===== config.mk =====
export PLATFORM = sky130hd
export DESIGN_NAME = pll_reconf_ctrl
export DESIGN_NICKNAME = d
export VERILOG_FILES = /design/src/rtl/pll_reconf_ctrl.sv
export SDC_FILE = /design/constraint.sdc
export NUM_CORES = 1
export LEC_CHECK = 0
export ABC_AREA = 1
export CAP_MARGIN = 20
export CORE_MARGIN = 10
export CORE_UTILIZATION = 56
export CTS_CLUSTER_DIAMETER = 150
export DETAILED_ROUTE_END_ITERATION = 12
export HOLD_SLACK_MARGIN = 0.15
export PLACE_DENSITY = 0.82
export SLEW_MARGIN = 10
export SYNTH_ARGS = -nofsm -noshare
export SYNTH_HDL_FRONTEND = slang
export SYNTH_SLANG_ARGS = --single-unit

===== constraint.sdc =====
create_clock -name clock -period 1.85 [get_ports clock]
set_input_delay 0.37 -clock clock [delete_from_list [all_inputs] [get_ports clock]]
set_output_delay 0.37 -clock clock [all_outputs]
set_load 0.01 [all_outputs]

===== src/rtl/pll_reconf_ctrl.sv =====
// pll_reconf_ctrl: captures a PLL scan image from the reconfig ROM, shifts it into the PLL scan chain and issues the update
module pll_reconf_ctrl #(
  parameter int SCAN_BITS    = 144,
  parameter int ROM_LATENCY  = 2,
  parameter int SCANCLK_HALF = 2,
  parameter int DONE_TIMEOUT = 1023
) (
  input  logic       clock,
  input  logic       reset_n,
  input  logic       trigger_read,
  input  logic       q,
  input  logic       reconfig,
  input  logic       pll_scandone,
  output logic [7:0] address,
  output logic       read_ena,
  output logic       busy,
  output logic       pll_scanclk,
  output logic       pll_scanclkena,
  output logic       pll_scandata,
  output logic       pll_configupdate,
  output logic       error
);
  localparam int IW = SCAN_BITS > 1 ? $clog2(SCAN_BITS) : 1;
  localparam int HW = $clog2(SCANCLK_HALF) + 1;
  localparam int TW = $clog2(DONE_TIMEOUT + 1);
  typedef enum logic [2:0] {IDLE, READ, TAIL, WAIT_RECONF, SHIFT, UPDATE, WAIT_DONE} state_t;
  state_t state;
  logic [8:0] bit_cnt;
  logic [HW-1:0] half_cnt;
  logic [TW-1:0] to_cnt;
  logic pend;
  logic [SCAN_BITS-1:0] image;
  logic [ROM_LATENCY-1:0] pipe_v;
  logic [IW-1:0] pipe_a [ROM_LATENCY];
  logic [IW-1:0] nidx;
  logic last_half;
  assign nidx = IW'(SCAN_BITS - 2) - bit_cnt[IW-1:0];
  assign last_half = half_cnt == HW'(SCANCLK_HALF - 1);
  // address travels alongside the ROM latency so each bit lands at its own index
  always_ff @(posedge clock) begin
    pipe_a[0] <= address[IW-1:0];
    for (int i = 1; i < ROM_LATENCY; i++) pipe_a[i] <= pipe_a[i-1];
    if (pipe_v[ROM_LATENCY-1]) image[pipe_a[ROM_LATENCY-1]] <= q;
  end
  always_ff @(posedge clock or negedge reset_n) begin
    if (!reset_n) begin
      state            <= IDLE;
      address          <= '0;
      read_ena         <= 1'b0;
      busy             <= 1'b0;
      pll_scanclk      <= 1'b0;
      pll_scanclkena   <= 1'b0;
      pll_scandata     <= 1'b0;
      pll_configupdate <= 1'b0;
      error            <= 1'b0;
      bit_cnt          <= '0;
      half_cnt         <= '0;
      to_cnt           <= '0;
      pend             <= 1'b0;
      pipe_v           <= '0;
    end else begin
      for (int i = ROM_LATENCY - 1; i > 0; i--) pipe_v[i] <= pipe_v[i-1];
      pipe_v[0]        <= read_ena;
      pll_configupdate <= 1'b0;
      case (state)
        IDLE: if (trigger_read) begin
          state    <= READ;
          busy     <= 1'b1;
          error    <= 1'b0;
          read_ena <= 1'b1;
          address  <= '0;
          pend     <= 1'b0;
        end
        READ: begin
          address <= address == 8'(SCAN_BITS - 1) ? '0 : address + 8'd1;
          if (address == 8'(SCAN_BITS - 1)) begin
            read_ena <= 1'b0;
            bit_cnt  <= '0;
            state    <= TAIL;
          end
        end
        TAIL: begin
          pend    <= pend | reconfig;
          bit_cnt <= bit_cnt + 9'd1;
          if (bit_cnt == 9'(ROM_LATENCY - 1)) state <= WAIT_RECONF;
        end
        WAIT_RECONF: if (reconfig || pend) begin
          state          <= SHIFT;
          pend           <= 1'b0;
          pll_scanclkena <= 1'b1;
          pll_scanclk    <= 1'b0;
          pll_scandata   <= image[SCAN_BITS-1];
          bit_cnt        <= '0;
          half_cnt       <= '0;
        end
        // next bit is presented on each falling scanclk edge, a full half period ahead of the rise
        SHIFT: begin
          half_cnt <= last_half ? '0 : half_cnt + HW'(1);
          if (last_half) begin
            pll_scanclk <= ~pll_scanclk;
            if (pll_scanclk) begin
              bit_cnt      <= bit_cnt + 9'd1;
              pll_scandata <= bit_cnt == 9'(SCAN_BITS - 1) ? 1'b0 : image[nidx];
              if (bit_cnt == 9'(SCAN_BITS - 1)) begin
                pll_scanclkena   <= 1'b0;
                pll_configupdate <= 1'b1;
                state            <= UPDATE;
              end
            end
          end
        end
        UPDATE: begin
          to_cnt <= TW'(1);
          state  <= WAIT_DONE;
        end
        WAIT_DONE: begin
          if (pll_scandone) begin
            busy  <= 1'b0;
            state <= IDLE;
          end else if (to_cnt >= TW'(DONE_TIMEOUT - 1)) begin
            to_cnt <= TW'(DONE_TIMEOUT);
            error  <= 1'b1;
            busy   <= 1'b0;
            state  <= IDLE;
          end else begin
            to_cnt <= to_cnt + TW'(1);
          end
        end
        default: state <= IDLE;
      endcase
    end
  end
endmodule


# After elaboration in Yosys (flattened, before gate mapping)
# Memory sizes are Yosys's and may differ from the RTL's.
# Index checks and enable logic that the tools add are counted.
# Widths: inputs -> output; s select.
# classes
n_eq_ne	20
n_mux	57
addsub	5
reduce_logical	21
n_bitwise	2
magnitude_cmp	4
# op_table
operator	n
$bwmux 144	1
$mux 9	4
$pmux 9 s4	1
$mux 3	9
$mux 1	23
$pmux 3 s7	1
$mux 10	2
$pmux 10 s2	1
$lt 8x9->1 const B	2
$ne 2x2->1 const B	9
$mux 8	2
$pmux 8 s2	1
$pmux 1 s2	6
$reduce_and 3->1	4
$add 10x1->10 const B	1
$ge 10x10->1 const B	1
$reduce_and 5->1	2
$add 9x1->9 const B	1
$eq 3x3->1 const B	3
$eq 9x1->1 const B	1
$eq 9x8->1 const B	1
$add 8x1->8 const B	1
$bmux 1 s8	1
$demux 1 s8	1
22 further kinds	30
# word_totals
mem_count	1
out_inout_bits	15
word_cells	125
input_bits	6
reg_bits	186
ram_bits	16
# memory_table
memory	depth	word_bits	read_ports	rd_clocked_by_memory_dff	wr	line	text
pipe_a	2	8	2	0	2	34	logic [IW-1:0] pipe_a [ROM_LATENCY];

# Longest topological paths before layout
# Gate-level depths: netlist of run 1.
# logic_depth
ltp_word	7
ltp_mapped	14
ltp_nobuf	13

# Worst setup path before layout of run 1
# Ideal clock, no wire load.
# synth_path
path_kind	register -> register
startpoint	register bit_cnt[0]
endpoint	register pll_scandata
stages_incl_launch_ff	13
setup_slack_ps	-49
t_required_ps	1728
period_less_slack_ps	1899
n_path_buf	2
setup_ps	122
arrival_ps	1777
cell_sequence	dfrtp_1 -> ha_1 -> buf_2 -> buf_1 -> nand3_1 -> nand3_1 -> nand3_1 -> nand3_1 -> nand3_1 -> nand3_1 -> nand3_1 -> nand2_1 -> a21oi_1
# synth_between
elab_chain_len	7
elab_cells_between_ends	8
classes_between	add/sub: 1; eq/ne: 1; mux: 6
# synth_lines
item	line	text
start, declared	28	logic [8:0] bit_cnt;
start signal, assigned	84	bit_cnt <= bit_cnt + 9'd1;
start signal, assigned	102	bit_cnt <= bit_cnt + 9'd1;
$sub 8x8->8	37	assign nidx = IW'(SCAN_BITS - 2) - bit_cnt[IW-1:0];
$bmux 1 s8	103	pll_scandata <= bit_cnt == 9'(SCAN_BITS - 1) ? 1'b0 : image[nidx];
$mux 1 (implied by the code)	103	
$mux 1 (*)	103	
$mux 1 (*)	101	if (pll_scanclk) begin
$mux 1 (*)	99	if (last_half) begin
$pmux 1 s2 (*)	65	case (state)
end signal, assigned	92	pll_scandata <= image[SCAN_BITS-1];
end signal, assigned	103	
end, declared	19	output logic pll_scandata,
# Every way passes the cells marked *; elsewhere a longest branch is shown, timed or not. The select of a mux whose other input is x is not followed.
# A chain may end at the register's enable or synchronous reset.

# Final worst setup path of run 1
# layout_path
startpoint	register bit_cnt[1]
endpoint	register pll_scandata
# The elaborated chain is that of the path after synthesis.

==> results of run 1 <==
## report_power, final
part / internal, mW / switching (mW)
clock: 2.24 / 1.78
sequential: 5.35 / 0.495
combinational: 3.45 / 5.37
## repair_timing
action,CTS,global route
gates cloned,1,4
setup buffers,2,11
hold buffers,1,0
endpoints found under the setup margin,26,23
endpoints found under the hold margin,21,0
gates resized for setup,67,97
pin swaps,18,24
## layout by cell type (no fill, tap or decap), drive strengths merged, types with 9 or more instances in the layout
master and n:
nor2 176, nand3 162, a21oi 21, xor2 11, inv 73, buf 103, o21ai 13, dfrtp 42
edfxtp 144, clkbuf 27, dfxtp 16, clkdlybuf4s50 9, nor3 22, nand2 212, nand4 10
## registers in the layout, indices dropped and copies added, names as in the netlist, 2 cells and up
name	count
bit_cnt	9
pipe_a	16
image	144
state	3
to_cnt	10
pipe_v	2
address	8
half_cnt	2
## synth_stat cells, types with 5 or more instances
cell / n
clkbuf_1: 21
nor2_1: 172
a21oi_1: 21
inv_1: 64
nor3_1: 18
inv_2: 7
o22ai_1: 8
buf_2: 6
nand4_1: 10
o21ai_0: 11
nand3_1: 162
dfxtp_1: 16
nand2_1: 210
buf_1: 10
xor2_1: 11
ha_1: 5
edfxtp_1: 144
dfrtp_1: 42
## cell families after synthesis
| family | count (synthesis) | share of synthesized area [%] |
|---|---|---|
| xor gates and xnor gates | 14 | 1.331 |
| DFF | 202 | 61.83 |
| and+or+nand+nor | 591 | 27.79 |
| buffers and inverters | 110 | 4.646 |
| adders and majority gates | 5 | 0.6792 |
| AOI/OAI and AO/OA | 56 | 3.722 |
## area by class of cell
class / instances / area share, %
clock inverter: 14 / 0.9147
clock buffer: 24 / 4.563
multi-input combinational: 666 / 31.30
timing repair buffer: 125 / 9.966
tap: 216 / 2.297
sequential: 202 / 48.46
inverter: 72 / 2.499
## metrics by stage
step / cell area [µm²] / utilization, % / hold WS (ns) / worst slack, ns / cells
3_3_place_gp: 10230 / 63.95 / 0.3108 / -0.2895 / 1263
3_5_place_dp: 10230 / 63.95 / 0.3132 / -0.2938 / 1263
5_1_grt: 11760 / 73.52 / 0.3411 / -0.3424 / 1319
4_1_cts: 11230 / 70.17 / 0.3288 / -0.1473 / 1305
2_1_floorplan: 9225 / - / 0.07441 / -0.01586 / 978
6_report: 11760 / 73.52 / 0.3264 / -0.2410 / 1319
## per-layer routing
metal | routed length (µm) | up-vias | part of all wire (%) | track usage (%)
li1 | - | 3536 | - | -
met1 | 9538 | 3748 | 37 | 27.24
met2 | 12650 | 566 | 49 | 35.50
met3 | 2702 | 97 | 10 | 3.307
met4 | 871 | 0 | 3.4 | 7.582
met5 | 0 | - | 0 | 0
## worst register-to-register path: cells and delay by family (launching register included)
| kind | cells | cell delay, ns |
|---|---|---|
| and+or+nand+nor | 9 | 0.98 |
| DFF | 1 | 0.39 |
| buffers and inverters | 4 | 0.39 |
| adders and majority gates | 1 | 0.16 |
| AOI/OAI and AO/OA | 1 | 0.04 |
## how the worst max path moves through the flow
stage,start,end,slack [ns]
detailed placement,bit_cnt[1],pll_scandata,-0.29
floorplan,bit_cnt[0],pll_scandata,-0.02
global route,bit_cnt[0],pll_scandata,-0.34
global placement,bit_cnt[1],pll_scandata,-0.29
finish,bit_cnt[1],pll_scandata,-0.24
CTS,bit_cnt[1],pll_scandata,-0.15
==> impl_metrics.toml, run 1 <==
[outcome]
status = "complete, but fails checks"
violations = "setup timing"

[floorplanning]
die_area_mm2 = 0.02198
die_w_um = 148.3
ioPinCount = 21
rows = 46
placeableCoreArea_mm2 = 0.01600
initial_utilization_pct = 57.57
fp.dieH_um = 148.3

[drt]
remaining_drc_errors = 0
vias = 7947
totalWireLength_mm = 25.76
ant_nets = 0
dr.pass1.iters = 6
wl_per_cell_um = 19.53
drt_iter0_drc = 1114
vias_per_cell = 6.025

[worst_setup_path]
path_cells = "buf_6, ha_4, nand2_4, inv_2, nor2_4, buf_12, inv_16, nand3_1, nand3_1, nand3_1, nand3_2, nand3_2, nand3_2, nand2_2, a21oi_2"
cp_num_cells = 15
required_ns = 2.24
ff2ff_setup_slack_ns = -0.24
cp-end-kind = "register"
r2r_end = "pll_scandata"
crit_family = "simple AND/OR/NAND/NOR gates"
r2r_cells = 15
worstPathArrival_ns = 2.49
critPathLaunchType = "register"
cpPeakStageDelay_ns = 0.39
crit_fanout = 17
critPathBufInv = 4
slowest_stage = "dfrtp_1"
r2r_start = "bit_cnt[1]"
critPathKind = "register to register"

[layout]
multiInputGateArea_mm2 = 0.003682
area_growth_pct = 27.71
fill_cells = 1033
antenna_cells = 0
seqCellArea_mm2 = 0.005700
nets = 1099
final_layout_size_suffix_gt1_share_pct = 24.30

[worst_hold_path]
hp-start = "pipe_a[0][4]"
min_path_type = "register to register"
hold-path-cell-count = 0
hold_end = "pipe_a[0][12]"

[placed_design]
port_buffers = 20
gp_congestion = 0.9328
hpwl_mm = 14.59

[synth]
synth_edf_count = 144
synthArstFlopShare_pct = 20.79
synth_seq_cells = 202
syn_area_per_cell_um2 = 9.419
synth_top_area_cell = "edfxtp_1"
syn-num-nets = 989
ys_seq_area_share_pct = 61.83
ys_types = 41
synthCells = 978
synth_area_leaders = "edfxtp_1, dfrtp_1, nand3_1, nand2_1, nor2_1"
yosys_warnings = 0
synth-main-ff-cell = "edfxtp_1"
syn_area_mm2 = 0.009211
synth_top_area_share_pct = 46.94

[sta]
layout_setup_ws_ns = -0.2410
skew_ns = 0.01256
fin_crit_sh_pct = 113.0
timing.fmax_mhz = 478.2
setup_viol = 10
finalSetupTns_ns = -1.163
relSlewSlack_pct = 63.84
drv_slew = 0
finalCriticalPeriod_ns = 2.091
hold_violations = 0
rsz0062_at_grt = "true"
max_slew.worst_pin.slew_ns = 0.5424

[grt]
antenna_found_initial = 0
grt-ovfl-total = 0
grt_pass1_wl_mm = 38.27
grt_start_max_net_pins = 68
grt_usage_pct = 21.16
first_global_vias = 7573

[power_and_ir_drop]
powerDensity_mw_per_mm2 = 1588
power.leakage_nw = 4.561
p_total_mw = 18.68
ir_drop_uv = 1002

[clock_network]
cts.path.max_buffers = 3
clockRootBuffer = "clkbuf_16"
path_clk_slew_ns = 0.06
cts_tree = "yes"
htree_levels = 1
numCtsBuffers = 21
insertion_delay_ns = 0.51
clkSinkCount = 202

[job]
maxCapViolCount = 0
Power figures use the tool's default switching activity.
==> inputs of run 2 (changes only) <==
--- a/config.mk
+++ b/config.mk
@@ -6,11 +6,13 @@
 export NUM_CORES = 1
 export LEC_CHECK = 0
 export ABC_AREA = 1
+export ABC_CLOCK_PERIOD_IN_PS = 1850
 export CAP_MARGIN = 20
 export CORE_MARGIN = 10
 export CORE_UTILIZATION = 56
 export CTS_CLUSTER_DIAMETER = 150
 export DETAILED_ROUTE_END_ITERATION = 12
+export GPL_ROUTABILITY_DRIVEN = 0
 export HOLD_SLACK_MARGIN = 0.15
 export PLACE_DENSITY = 0.82
 export SLEW_MARGIN = 10
==> results of run 2 <==
The final DEF is identical to that of run 1; final timing and power are the same.
==> inputs of run 3 (changes only) <==
--- a/config.mk
+++ b/config.mk
@@ -13,6 +13,7 @@
 export CTS_CLUSTER_DIAMETER = 150
 export DETAILED_ROUTE_END_ITERATION = 12
 export GPL_ROUTABILITY_DRIVEN = 0
+export GPL_TIMING_DRIVEN = 0
 export HOLD_SLACK_MARGIN = 0.15
 export PLACE_DENSITY = 0.82
 export SLEW_MARGIN = 10
==> run 3 against run 2 <==
Against the previous run: the flow still finishes with violations (setup timing); via count is 2.1% higher; fmax fell by 2.2%; combinational power fell by 2.7%; routed wire length grew 6.8%; critical path depth shrank 4; sequential power about the same; first-iteration DRC count increased by 26%; clock-buffer cell count up 3; critical path type unchanged; largest cell class unchanged; largest power group unchanged; highest routed layer unchanged.
==> impl_metrics.toml, run 3 (same netlist as run 1, synthesis figures left out) <==
[floorplanning]
initial_utilization_pct = 57.57
ioPinCount = 21
placeableCoreArea_mm2 = 0.01600
rows = 46
fp.dieH_um = 148.3
die_area_mm2 = 0.02198
die_w_um = 148.3

[sta]
layout_setup_ws_ns = -0.2890
finalSetupTns_ns = -0.8452
relSlewSlack_pct = 62.05
hold_ws_ns = 0.2753
max_slew.worst_pin.slew_ns = 0.5692
timing.fmax_mhz = 467.5
finalCriticalPeriod_ns = 2.139
hold_violations = 0
drv_slew = 0
skew_ns = 0.008758
rsz0062_at_grt = "true"
fin_crit_sh_pct = 115.6
setup_viol = 13

[drt]
ant_nets = 0
vias = 8111
vias_per_cell = 6.159
remaining_drc_errors = 0
wl_per_cell_um = 20.89
totalWireLength_mm = 27.52
drt_iter0_drc = 1404
dr.pass1.iters = 5

[grt]
met2_usage_pct = 38.20
grt_use_met1_pct = 29.23
first_global_vias = 7644
top_usage_layer = "met2"
grt_start_max_net_pins = 86
grt_usage_pct = 23.40
grt-ovfl-total = 0
antenna_found_initial = 0
grt_pass1_wl_mm = 41.15
grt_use_met3_pct = 5.006

[layout]
final_cell_mix = "nand2_1, nor2_1, edfxtp_1"
fill_cells = 1026
antenna_cells = 0
nets = 1098
final_layout_size_suffix_gt1_share_pct = 24.52
fin_util_pct = 73.60
final_common_cell = "nand2_1"
multiInputGateArea_mm2 = 0.003750
largest_reg_flops = 144
area_growth_pct = 27.85
seqCellArea_mm2 = 0.005704
fin_cells = 1317

[power_and_ir_drop]
p_int_mw = 10.90
clockPowerShare_pct = 21.9
p_total_mw = 18.48
power.leakage_nw = 4.524
ir_drop_uv = 1171
combinationalPowerShare_pct = 46.5
pwr-share-seq_pct = 31.7
switching_share_pct = 41.01
switching_power_mw = 7.578
powerDensity_mw_per_mm2 = 1569

[clock_network]
path_clk_slew_ns = 0.06
htree_levels = 1
clkSinkCount = 202
insertion_delay_ns = 0.51
cts_tree = "yes"
numCtsBuffers = 21
cts.path.max_buffers = 3
clockRootBuffer = "clkbuf_16"

[worst_setup_path]
r2r_cells = 11
critPathLaunch = "bit_cnt[0]"
worstPathArrival_ns = 2.57
ff2ff_setup_slack_ns = -0.29
critPathLaunchType = "register"
cp-end-kind = "register"
r2r_start = "bit_cnt[0]"
required_ns = 2.28
critPathKind = "register to register"
r2r_end = "pll_scandata"
endpoint = "pll_scandata"
crit_fanout = 10

[placed_design]
port_buffers = 20
hpwl_mm = 14.56
placed_cells = 1216

[job]
maxCapViolCount = 0

[worst_hold_path]
min_path_type = "input port to async pin"

[outcome]
violations = "setup timing"
status = "complete, but fails checks"
==> run 3: power groups by stage <==
| stage | clock network, mW | registers [mW] | logic [mW] |
|---|---|---|---|
| final | 4.04 | 5.86 | 8.58 |
| after global routing | 4.21 | 5.91 | 9.16 |
| after global placement | 0 | 5.81 | 5.59 |
| after detailed placement | 0 | 5.81 | 5.73 |
| after floorplan | 0 | 5.79 | 3.81 |
| after CTS | 3.98 | 5.78 | 7.51 |
==> run 3: through the flow <==
stage               cell area (µm²)  setup WS, ns
finish                        11780       -0.2890
global route                  11780       -0.3442
CTS                           11280       -0.1627
detailed placement             9736       -0.8695
global placement               9696        -2.521
floorplan                      9225      -0.01586
==> run 3: what timing repair did <==
item / 4_1_cts / 5_1_grt
setup buffers: 44 / 26
endpoints found under the setup margin: 100 / 115
hold endpoints to repair: 42 / 0
pin swaps: 30 / 31
gates cloned: 1 / 0
resized for setup: 142 / 93
hold buffers: 1 / 0
==> run 3: worst min path at each step <==
| stage | start | to | depth (start not counted) |
|---|---|---|---|
| floorplan | reset_n | address[0] | 0 |
| global placement | pipe_a[0][3] | pipe_a[0][11] | 0 |
| detailed placement | reset_n | bit_cnt[6] | 1 |
| CTS | reset_n | bit_cnt[4] | 2 |
| global route | reset_n | bit_cnt[4] | 2 |
| finish | reset_n | bit_cnt[5] | 2 |
==> run 3: critical path, stage by stage, from the launching register on <==
cell,delay (ns)
dfrtp_2,0.47
inv_1,0.12
buf_4,0.23
clkbuf_4,0.25
nand2_1,0.12
a22oi_1,0.23
nand2_1,0.10
nand3_1,0.08
nand3_1,0.13
a21oi_2,0.16
nand2_1,0.06
a21oi_1,0.11
==> run 3: cell type report <==
cell class | count | area share [%]
multi-input cells | 666 | 31.84
clock inverters | 10 | 0.6481
well taps | 216 | 2.295
clock buffers | 27 | 4.739
flip-flops and latches | 202 | 48.44
inverters | 72 | 2.476
repair buffers | 87 | 6.789
plain buffers | 37 | 2.773
==> run 3: metal layers <==
metal | share of wire [%] | up-vias
li1 | - | 3532
met1 | 36 | 3825
met2 | 47 | 596
met3 | 11 | 158
met4 | 5.5 | 0
met5 | 0 | -
